===== src/rtl/cdb_arbiter.sv =====
// Common data bus arbiter: per-unit result FIFOs, one grant per cycle onto a registered CDB,
// mispredict flush of younger entries. Define CDB_AGE_PRIORITY_EN for oldest-first arbitration.
module cdb_arbiter #(
   parameter int NUM_FU     = 3,
   parameter int PREG_WIDTH = 7,
   parameter int ROB_WIDTH  = 4,
   parameter int FIFO_DEPTH = 2
) (
   input  logic                         clk,
   input  logic                         reset,
   input  logic [NUM_FU-1:0]            i_req_valid,
   output logic [NUM_FU-1:0]            o_req_ready,
   input  logic [NUM_FU*PREG_WIDTH-1:0] i_req_prd,
   input  logic [NUM_FU*ROB_WIDTH-1:0]  i_req_rob_tag,
   input  logic [NUM_FU*32-1:0]         i_req_data,
   input  logic [ROB_WIDTH-1:0]         i_rob_head,
   input  logic                         branch_mispredict,
   input  logic [ROB_WIDTH-1:0]         mispredict_rob_tag,
   output logic                         o_cdb_valid,
   output logic [PREG_WIDTH-1:0]        o_cdb_prd,
   output logic [ROB_WIDTH-1:0]         o_cdb_rob_tag,
   output logic [31:0]                  o_cdb_data,
   output logic [$clog2(NUM_FU)-1:0]    o_cdb_src
);
   localparam int SRC_W = $clog2(NUM_FU);
   localparam int PTR_W = $clog2(FIFO_DEPTH);
   localparam int CNT_W = PTR_W + 1;

   // Younger than the branch: nonzero forward distance in the lower half of the tag ring.
   function automatic logic is_younger(input logic [ROB_WIDTH-1:0] tag,
                                       input logic [ROB_WIDTH-1:0] br);
      logic [ROB_WIDTH-1:0] d;
      d = tag - br;
      return (d != {ROB_WIDTH{1'b0}}) && (d[ROB_WIDTH-1] == 1'b0);
   endfunction

   logic                  ent_valid_r [NUM_FU][FIFO_DEPTH];
   logic [PREG_WIDTH-1:0] ent_prd_r   [NUM_FU][FIFO_DEPTH];
   logic [ROB_WIDTH-1:0]  ent_tag_r   [NUM_FU][FIFO_DEPTH];
   logic [31:0]           ent_data_r  [NUM_FU][FIFO_DEPTH];
   logic [PTR_W-1:0]      rd_ptr_r    [NUM_FU];
   logic [PTR_W-1:0]      wr_ptr_r    [NUM_FU];
   logic [CNT_W-1:0]      count_r     [NUM_FU];

   logic [NUM_FU-1:0]     push_s;
   logic [NUM_FU-1:0]     pop_s;
   logic [NUM_FU-1:0]     cand_s;
   logic [NUM_FU-1:0]     dead_s;
   logic [NUM_FU-1:0]     grant_s;
   logic                  win_valid_s;
   logic [SRC_W-1:0]      win_s;
   logic [PREG_WIDTH-1:0] sel_prd_s;
   logic [ROB_WIDTH-1:0]  sel_tag_s;
   logic [31:0]           sel_data_s;

   // Per-unit readiness, head classification and accepted pushes.
   always_comb begin
      o_req_ready = {NUM_FU{1'b0}};
      cand_s      = {NUM_FU{1'b0}};
      dead_s      = {NUM_FU{1'b0}};
      push_s      = {NUM_FU{1'b0}};
      for (int k = 0; k < NUM_FU; k++) begin
         o_req_ready[k] = (count_r[k] < CNT_W'(FIFO_DEPTH));
         if (count_r[k] != {CNT_W{1'b0}}) begin
            // a head being flushed this cycle is already treated as dead
            if (ent_valid_r[k][rd_ptr_r[k]] &&
                !(branch_mispredict && is_younger(ent_tag_r[k][rd_ptr_r[k]], mispredict_rob_tag))) begin
               cand_s[k] = 1'b1;
            end else begin
               dead_s[k] = 1'b1;
            end
         end else begin
            cand_s[k] = 1'b0;
         end
         push_s[k] = i_req_valid[k] && o_req_ready[k] &&
                     !(branch_mispredict &&
                       is_younger(i_req_rob_tag[k*ROB_WIDTH +: ROB_WIDTH], mispredict_rob_tag));
      end
   end

`ifdef CDB_AGE_PRIORITY_EN
   logic [ROB_WIDTH-1:0] age_s;
   logic [ROB_WIDTH-1:0] best_age_s;

   // Oldest-first: smallest distance from the ROB head, ties to the lowest index.
   always_comb begin
      win_valid_s = 1'b0;
      win_s       = {SRC_W{1'b0}};
      best_age_s  = {ROB_WIDTH{1'b1}};
      age_s       = {ROB_WIDTH{1'b0}};
      for (int k = 0; k < NUM_FU; k++) begin
         age_s = ent_tag_r[k][rd_ptr_r[k]] - i_rob_head;
         if (cand_s[k] && (!win_valid_s || (age_s < best_age_s))) begin
            win_valid_s = 1'b1;
            win_s       = SRC_W'(k);
            best_age_s  = age_s;
         end else begin
            best_age_s  = best_age_s;
         end
      end
   end
`else
   logic [SRC_W-1:0] rr_ptr_r;
   logic             unused_rob_head_s;

   assign unused_rob_head_s = ^i_rob_head;

   // Round-robin: first candidate at or after rr_ptr.
   always_comb begin
      int idx;
      win_valid_s = 1'b0;
      win_s       = {SRC_W{1'b0}};
      idx         = 0;
      for (int i = 0; i < NUM_FU; i++) begin
         idx = int'(rr_ptr_r) + i;
         if (idx >= NUM_FU) begin
            idx = idx - NUM_FU;
         end else begin
            idx = idx;
         end
         if (!win_valid_s && cand_s[idx]) begin
            win_valid_s = 1'b1;
            win_s       = SRC_W'(idx);
         end else begin
            win_valid_s = win_valid_s;
         end
      end
   end

   // Pointer moves past the winner only on a real grant.
   always_ff @(posedge clk) begin
      if (reset) begin
         rr_ptr_r <= {SRC_W{1'b0}};
      end else if (win_valid_s) begin
         rr_ptr_r <= (win_s == SRC_W'(NUM_FU - 1)) ? {SRC_W{1'b0}} : win_s + SRC_W'(1);
      end else begin
         rr_ptr_r <= rr_ptr_r;
      end
   end
`endif

   // One-hot grant, winner head fields and pop requests.
   always_comb begin
      grant_s    = {NUM_FU{1'b0}};
      sel_prd_s  = {PREG_WIDTH{1'b0}};
      sel_tag_s  = {ROB_WIDTH{1'b0}};
      sel_data_s = 32'h0000_0000;
      for (int k = 0; k < NUM_FU; k++) begin
         if (win_valid_s && (win_s == SRC_W'(k))) begin
            grant_s[k] = 1'b1;
            sel_prd_s  = ent_prd_r[k][rd_ptr_r[k]];
            sel_tag_s  = ent_tag_r[k][rd_ptr_r[k]];
            sel_data_s = ent_data_r[k][rd_ptr_r[k]];
         end else begin
            grant_s[k] = 1'b0;
         end
      end
      pop_s = grant_s | dead_s;
   end

   // FIFO storage: flush kill, pop, push (push writes an empty slot, so order is safe).
   always_ff @(posedge clk) begin
      if (reset) begin
         for (int k = 0; k < NUM_FU; k++) begin
            rd_ptr_r[k] <= {PTR_W{1'b0}};
            wr_ptr_r[k] <= {PTR_W{1'b0}};
            count_r[k]  <= {CNT_W{1'b0}};
            for (int e = 0; e < FIFO_DEPTH; e++) begin
               ent_valid_r[k][e] <= 1'b0;
               ent_prd_r[k][e]   <= {PREG_WIDTH{1'b0}};
               ent_tag_r[k][e]   <= {ROB_WIDTH{1'b0}};
               ent_data_r[k][e]  <= 32'h0000_0000;
            end
         end
      end else begin
         for (int k = 0; k < NUM_FU; k++) begin
            for (int e = 0; e < FIFO_DEPTH; e++) begin
               if (branch_mispredict && is_younger(ent_tag_r[k][e], mispredict_rob_tag)) begin
                  ent_valid_r[k][e] <= 1'b0;
               end else begin
                  ent_valid_r[k][e] <= ent_valid_r[k][e];
               end
            end
            if (pop_s[k]) begin
               ent_valid_r[k][rd_ptr_r[k]] <= 1'b0;
               rd_ptr_r[k] <= rd_ptr_r[k] + PTR_W'(1);
            end else begin
               rd_ptr_r[k] <= rd_ptr_r[k];
            end
            if (push_s[k]) begin
               ent_valid_r[k][wr_ptr_r[k]] <= 1'b1;
               ent_prd_r[k][wr_ptr_r[k]]   <= i_req_prd[k*PREG_WIDTH +: PREG_WIDTH];
               ent_tag_r[k][wr_ptr_r[k]]   <= i_req_rob_tag[k*ROB_WIDTH +: ROB_WIDTH];
               ent_data_r[k][wr_ptr_r[k]]  <= i_req_data[k*32 +: 32];
               wr_ptr_r[k] <= wr_ptr_r[k] + PTR_W'(1);
            end else begin
               wr_ptr_r[k] <= wr_ptr_r[k];
            end
            count_r[k] <= count_r[k] + CNT_W'(push_s[k]) - CNT_W'(pop_s[k]);
         end
      end
   end

   // Registered CDB broadcast; fields hold when idle.
   always_ff @(posedge clk) begin
      if (reset) begin
         o_cdb_valid   <= 1'b0;
         o_cdb_prd     <= {PREG_WIDTH{1'b0}};
         o_cdb_rob_tag <= {ROB_WIDTH{1'b0}};
         o_cdb_data    <= 32'h0000_0000;
         o_cdb_src     <= {SRC_W{1'b0}};
      end else if (win_valid_s) begin
         o_cdb_valid   <= 1'b1;
         o_cdb_prd     <= sel_prd_s;
         o_cdb_rob_tag <= sel_tag_s;
         o_cdb_data    <= sel_data_s;
         o_cdb_src     <= win_s;
      end else begin
         o_cdb_valid   <= 1'b0;
         o_cdb_prd     <= o_cdb_prd;
         o_cdb_rob_tag <= o_cdb_rob_tag;
         o_cdb_data    <= o_cdb_data;
         o_cdb_src     <= o_cdb_src;
      end
   end

endmodule


===== config.mk =====
export PLATFORM = sky130hd
export DESIGN_NAME = cdb_arbiter
export DESIGN_NICKNAME = d
export VERILOG_FILES = /design/src/rtl/cdb_arbiter.sv
export SDC_FILE = /design/constraint.sdc
export NUM_CORES = 1
export LEC_CHECK = 0
export ABC_AREA = 1
export CORE_MARGIN = 4
export CORE_UTILIZATION = 30
export DETAILED_ROUTE_END_ITERATION = 8
export PLACE_DENSITY = 0.56
export SKIP_CTS_REPAIR_TIMING = 1
export SYNTH_ARGS = -nofsm -noshare
export SYNTH_HDL_FRONTEND = slang
export SYNTH_SLANG_ARGS = --single-unit

===== constraint.sdc =====
create_clock -name clk -period 5.1 [get_ports clk]
set_clock_uncertainty 0.15 [all_clocks]
set_input_delay 1.02 -clock clk [delete_from_list [all_inputs] [get_ports clk]]
set_output_delay 1.02 -clock clk [all_outputs]
set_load 0.02 [all_outputs]

==> impl_metrics.env <==
export IMPL_hpwlAfterDp_um=31600
export IMPL_worstReg2RegEnd="count_r[0][1]$_SDFF_PP0_"
export IMPL_critical_path_reg2reg_startpoint="rd_ptr_r[1]$_SDFFCE_PP0P_"
export IMPL_netlist_top_cells_area="sky130_fd_sc_hd__edfxtp_1, sky130_fd_sc_hd__nand2_1, sky130_fd_sc_hd__nor2_1"
export IMPL_final_layout_size_suffix_gt1_share_pct=5.88
export IMPL_final_max_slew_viol_count=0
export IMPL_grt_first_pass_wirelength_um=70900
export IMPL_vias=12473
export IMPL_yosysTopAreaCell="sky130_fd_sc_hd__edfxtp_1"
export IMPL_mapped_cells=1826
export IMPL_worst_path_max_delay_cell="sky130_fd_sc_hd__inv_1"
export IMPL_timing_hold_violations_final=0
export IMPL_clock_slew_at_reported_path_ffs_ns=0.06
export IMPL_yosysSeqAreaShare_pct=57.6
export IMPL_io_pins=192
export IMPL_worst_hold_path_num_cells=2
export IMPL_postRouteWirelength_um=46300
export IMPL_antenna_found_initial=0
export IMPL_total_clock_buffers_created_by_cts=38
export IMPL_total_of_buffers_placed_on_input_and_output_ports=187
export IMPL_ff2ff_path_depth=24
export IMPL_slew_limit_headroom_pct=60.7
export IMPL_fp_coreArea_um2=52700
export IMPL_timing_critical_path_to_type="flip-flop"
export IMPL_setup_tns_final_ns=0
export IMPL_net_switching_power_mw=4.38
export IMPL_path_common_cell="sky130_fd_sc_hd__nand2_1"
export IMPL_detailedRoute_firstPassIterationCount=5
export IMPL_post_route_cell_area_um2=20100
export IMPL_antenna_left=0
export IMPL_die_w_um=239
export IMPL_timing_worst_slew_pin_value_ns=0.590
export IMPL_critical_path_top_delay_family="buffers and inverters"
export IMPL_sort_of_element_at_the_start_of_the_critical_path="primary input"
export IMPL_initialDrtViolationCount=853
export IMPL_seqPwrFrac_pct=32.6
export IMPL_timing_hold_worst_start="o_cdb_data[23]$_SDFFE_PP0P_"
export IMPL_antenna_cells=0
export IMPL_clock_power_share_pct=25.8
export IMPL_drv_max_cap_violation_count=0
export IMPL_hold_path_end="o_cdb_data[23]$_SDFFE_PP0P_"
export IMPL_timing_critical_path_arrival_ns=4.64
export IMPL_numClockSinks=324
export IMPL_via_per_inst=4.57
export IMPL_power_frac_comb_pct=41.6
export IMPL_post_route_drc_count=0
export IMPL_pwr_density_cell_nw_per_um2=542
export IMPL_power_leakage_nw=9.17
export IMPL_total_nets_final=2210
export IMPL_period_minus_slack_ns=4.33
export IMPL_tritoncts="yes"
export IMPL_status="finished clean"
export IMPL_floorplan_rows=84
export IMPL_setup_viol=0
export IMPL_ys_flop_type="sky130_fd_sc_hd__edfxtp_1"
export IMPL_swShare_pct=40.2
export IMPL_synth_seq_cells=324
export IMPL_timing_critical_path_slowest_cell_delay_ns=0.44
export IMPL_number_of_distinct_standard_cells_referenced_by_the_synthesized_netlist=34
export IMPL_ctsHtreeMaxLevel=2
export IMPL_crit_buf_inv=4
export IMPL_period_share_pct=84.9
export IMPL_ys_warn_count=0
export IMPL_critical_path_cell_chain="clkdlybuf4s50_1, inv_1, buf_4, ha_1, nand2_1, nor2_1, nor2_1, nand3_1, nand3_2, nand3_2, nand2_1, nand2_1, nand2_1, nand2_1, nand4_1, nand3_2, o21ai_2, ha_1, inv_1, ha_1, xor2_1, o21ai_0, a21oi_1"
export IMPL_drt_wirelength_per_cell_um=17.0
export IMPL_internal_power_mw=6.52
export IMPL_timing_fmax_ghz=0.231
export IMPL_placed_cell_area_um2=18800
export IMPL_timing_worst_setup_path_type="primary input to flip-flop"
export IMPL_reg2reg_slack_ns=1.02
export IMPL_design_power_total_mw=10.9
export IMPL_rsz0062_at_grt="no"
export IMPL_gp_weighted_congestion=0.818
export IMPL_ctsLongestPathBuffers=3
export IMPL_fp_dieH_um=239
export IMPL_postSynthAreaPerCell_um2=8.74
export IMPL_initial_utilization_pct=30.3
export IMPL_clock_root_buffer="sky130_fd_sc_hd__clkbuf_16"
export IMPL_grt_util_all_layers_pct=16.0
export IMPL_largest_net_degree_at_the_start_of_global_routing=47
export IMPL_vdd_drop_max_uv=422
export IMPL_synth_area_um2=16000
export IMPL_area_growth_synth_to_final_pct=26.1
export IMPL_timing_critical_path_fanout_max=11
export IMPL_die_area_um2=56900
export IMPL_gr_total_overflow=0
export IMPL_synth_enable_flop_cells=270
export IMPL_postSynth_asyncResetShare_pct=0
export IMPL_first_global_vias=12603
export IMPL_hold_path_class="flip-flop to flip-flop"
export IMPL_synth_top_area_share_pct=50.8
export IMPL_clk_latency_ns=0.54
export IMPL_critical_path_required_ns=5.41
## layer usage
metal  part of all wire (%)  global-route usage, %  vias to the layer above
li1                       -                      -                     6179
met1                     41                   20.0                     5909
met2                     51                   28.5                      322
met3                    5.5                   2.76                       63
met4                    2.4                   4.68                        0
met5                      0                      0                        -
## how the worst max path moves through the flow
stage | start | endpoint | cells past startpoint
floorplan | mispredict_rob_tag[1] | ent_data_r[0][0]$_SDFFCE_PN0P_ | 13
finish | mispredict_rob_tag[1] | count_r[0][1]$_SDFF_PP0_ | 23
global placement | mispredict_rob_tag[1] | o_cdb_data[23]$_SDFFE_PP0P_ | 24
detailed placement | mispredict_rob_tag[1] | o_cdb_data[23]$_SDFFE_PP0P_ | 24
CTS | mispredict_rob_tag[1] | o_cdb_data[23]$_SDFFE_PP0P_ | 24
global route | mispredict_rob_tag[1] | count_r[0][1]$_SDFF_PP0_ | 25
## power groups by stage
stage	logic, mW	clock network [mW]	registers, mW
floorplan	2.59	0	3.76
global placement	4.59	0	3.59
detailed placement	4.66	0	3.60
CTS	4.68	2.88	3.55
global route	5.07	3.00	3.60
finish	4.54	2.81	3.55
## flip-flops by register name, summed over array words and instances, names as in the netlist, 4 cells and up
signal and cells:
o_cdb_prd 7, count_r 6, ent_data_r 192, ent_prd_r 42, o_cdb_data 32, o_cdb_rob_tag 4
ent_valid_r 6, ent_tag_r 24
## worst min-delay path: cells and delay by family, from the launching register on
family	cells	cell delay (ns)
and+or+nand+nor	2	0.11
DFF	1	0.31
## stage by stage
stage | setup WS, ns | util (%) | hold WS, ns | std cells
after global placement | 0.199 | 35.7 | 0.282 | 2659
after global routing | 0.353 | 38.2 | 0.322 | 2729
final | 0.772 | 38.2 | 0.301 | 2729
after floorplan | 0.722 | - | 0.273 | 1831
after CTS | 0.745 | 38.2 | 0.303 | 2729
after detailed placement | 0.171 | 35.7 | 0.289 | 2659
## kinds of logic after synthesis
group	share of synthesized area, %
buffers and inverters	7.14
other	0.0235
and+or+nand+nor	25.4
DFF	57.6
adders and majority gates	4.96
xor gates and xnor gates	1.10
AOI/OAI and AO/OA	3.80
## cell type report
class                      count  area, µm²
inverter                     211        792
tap                          688        861
multi-input combinational   1214       5680
sequential                   324       9190
timing repair buffer         222       2280
clock buffer                  52       1120
clock inverter                18        185
fill                        5268      32500
## synth_stat cells, types with 12 or more instances
master                     instances
sky130_fd_sc_hd__nand2_1         653
sky130_fd_sc_hd__nor2_1          292
sky130_fd_sc_hd__edfxtp_1        270
sky130_fd_sc_hd__inv_1           204
sky130_fd_sc_hd__nand3_1          70
sky130_fd_sc_hd__clkbuf_1         62
sky130_fd_sc_hd__dfxtp_1          54
sky130_fd_sc_hd__ha_1             44
sky130_fd_sc_hd__a31oi_1          43
sky130_fd_sc_hd__o21ai_0          19
sky130_fd_sc_hd__xor2_1           15
sky130_fd_sc_hd__buf_2            13
sky130_fd_sc_hd__fa_1             12
## cells in the final DEF, fill, tap and decap left out, types with 7 or more instances in the layout
cell,instances
sky130_fd_sc_hd__dfxtp_1,54
sky130_fd_sc_hd__nor2_1,292
sky130_fd_sc_hd__buf_4,23
sky130_fd_sc_hd__a31oi_1,43
sky130_fd_sc_hd__a21oi_1,11
sky130_fd_sc_hd__o21ai_0,19
sky130_fd_sc_hd__a211oi_1,9
sky130_fd_sc_hd__fa_1,12
sky130_fd_sc_hd__clkbuf_1,7
sky130_fd_sc_hd__clkdlybuf4s50_1,187
sky130_fd_sc_hd__buf_12,12
sky130_fd_sc_hd__nand3_2,9
sky130_fd_sc_hd__nand4_1,8
sky130_fd_sc_hd__edfxtp_1,270
sky130_fd_sc_hd__clkbuf_16,42
sky130_fd_sc_hd__nand2_1,647
sky130_fd_sc_hd__nand3_1,67
sky130_fd_sc_hd__xor2_1,15
sky130_fd_sc_hd__inv_1,204
sky130_fd_sc_hd__clkinv_2,8
sky130_fd_sc_hd__ha_1,44
Note: power is estimated with default switching activity, not from simulation.
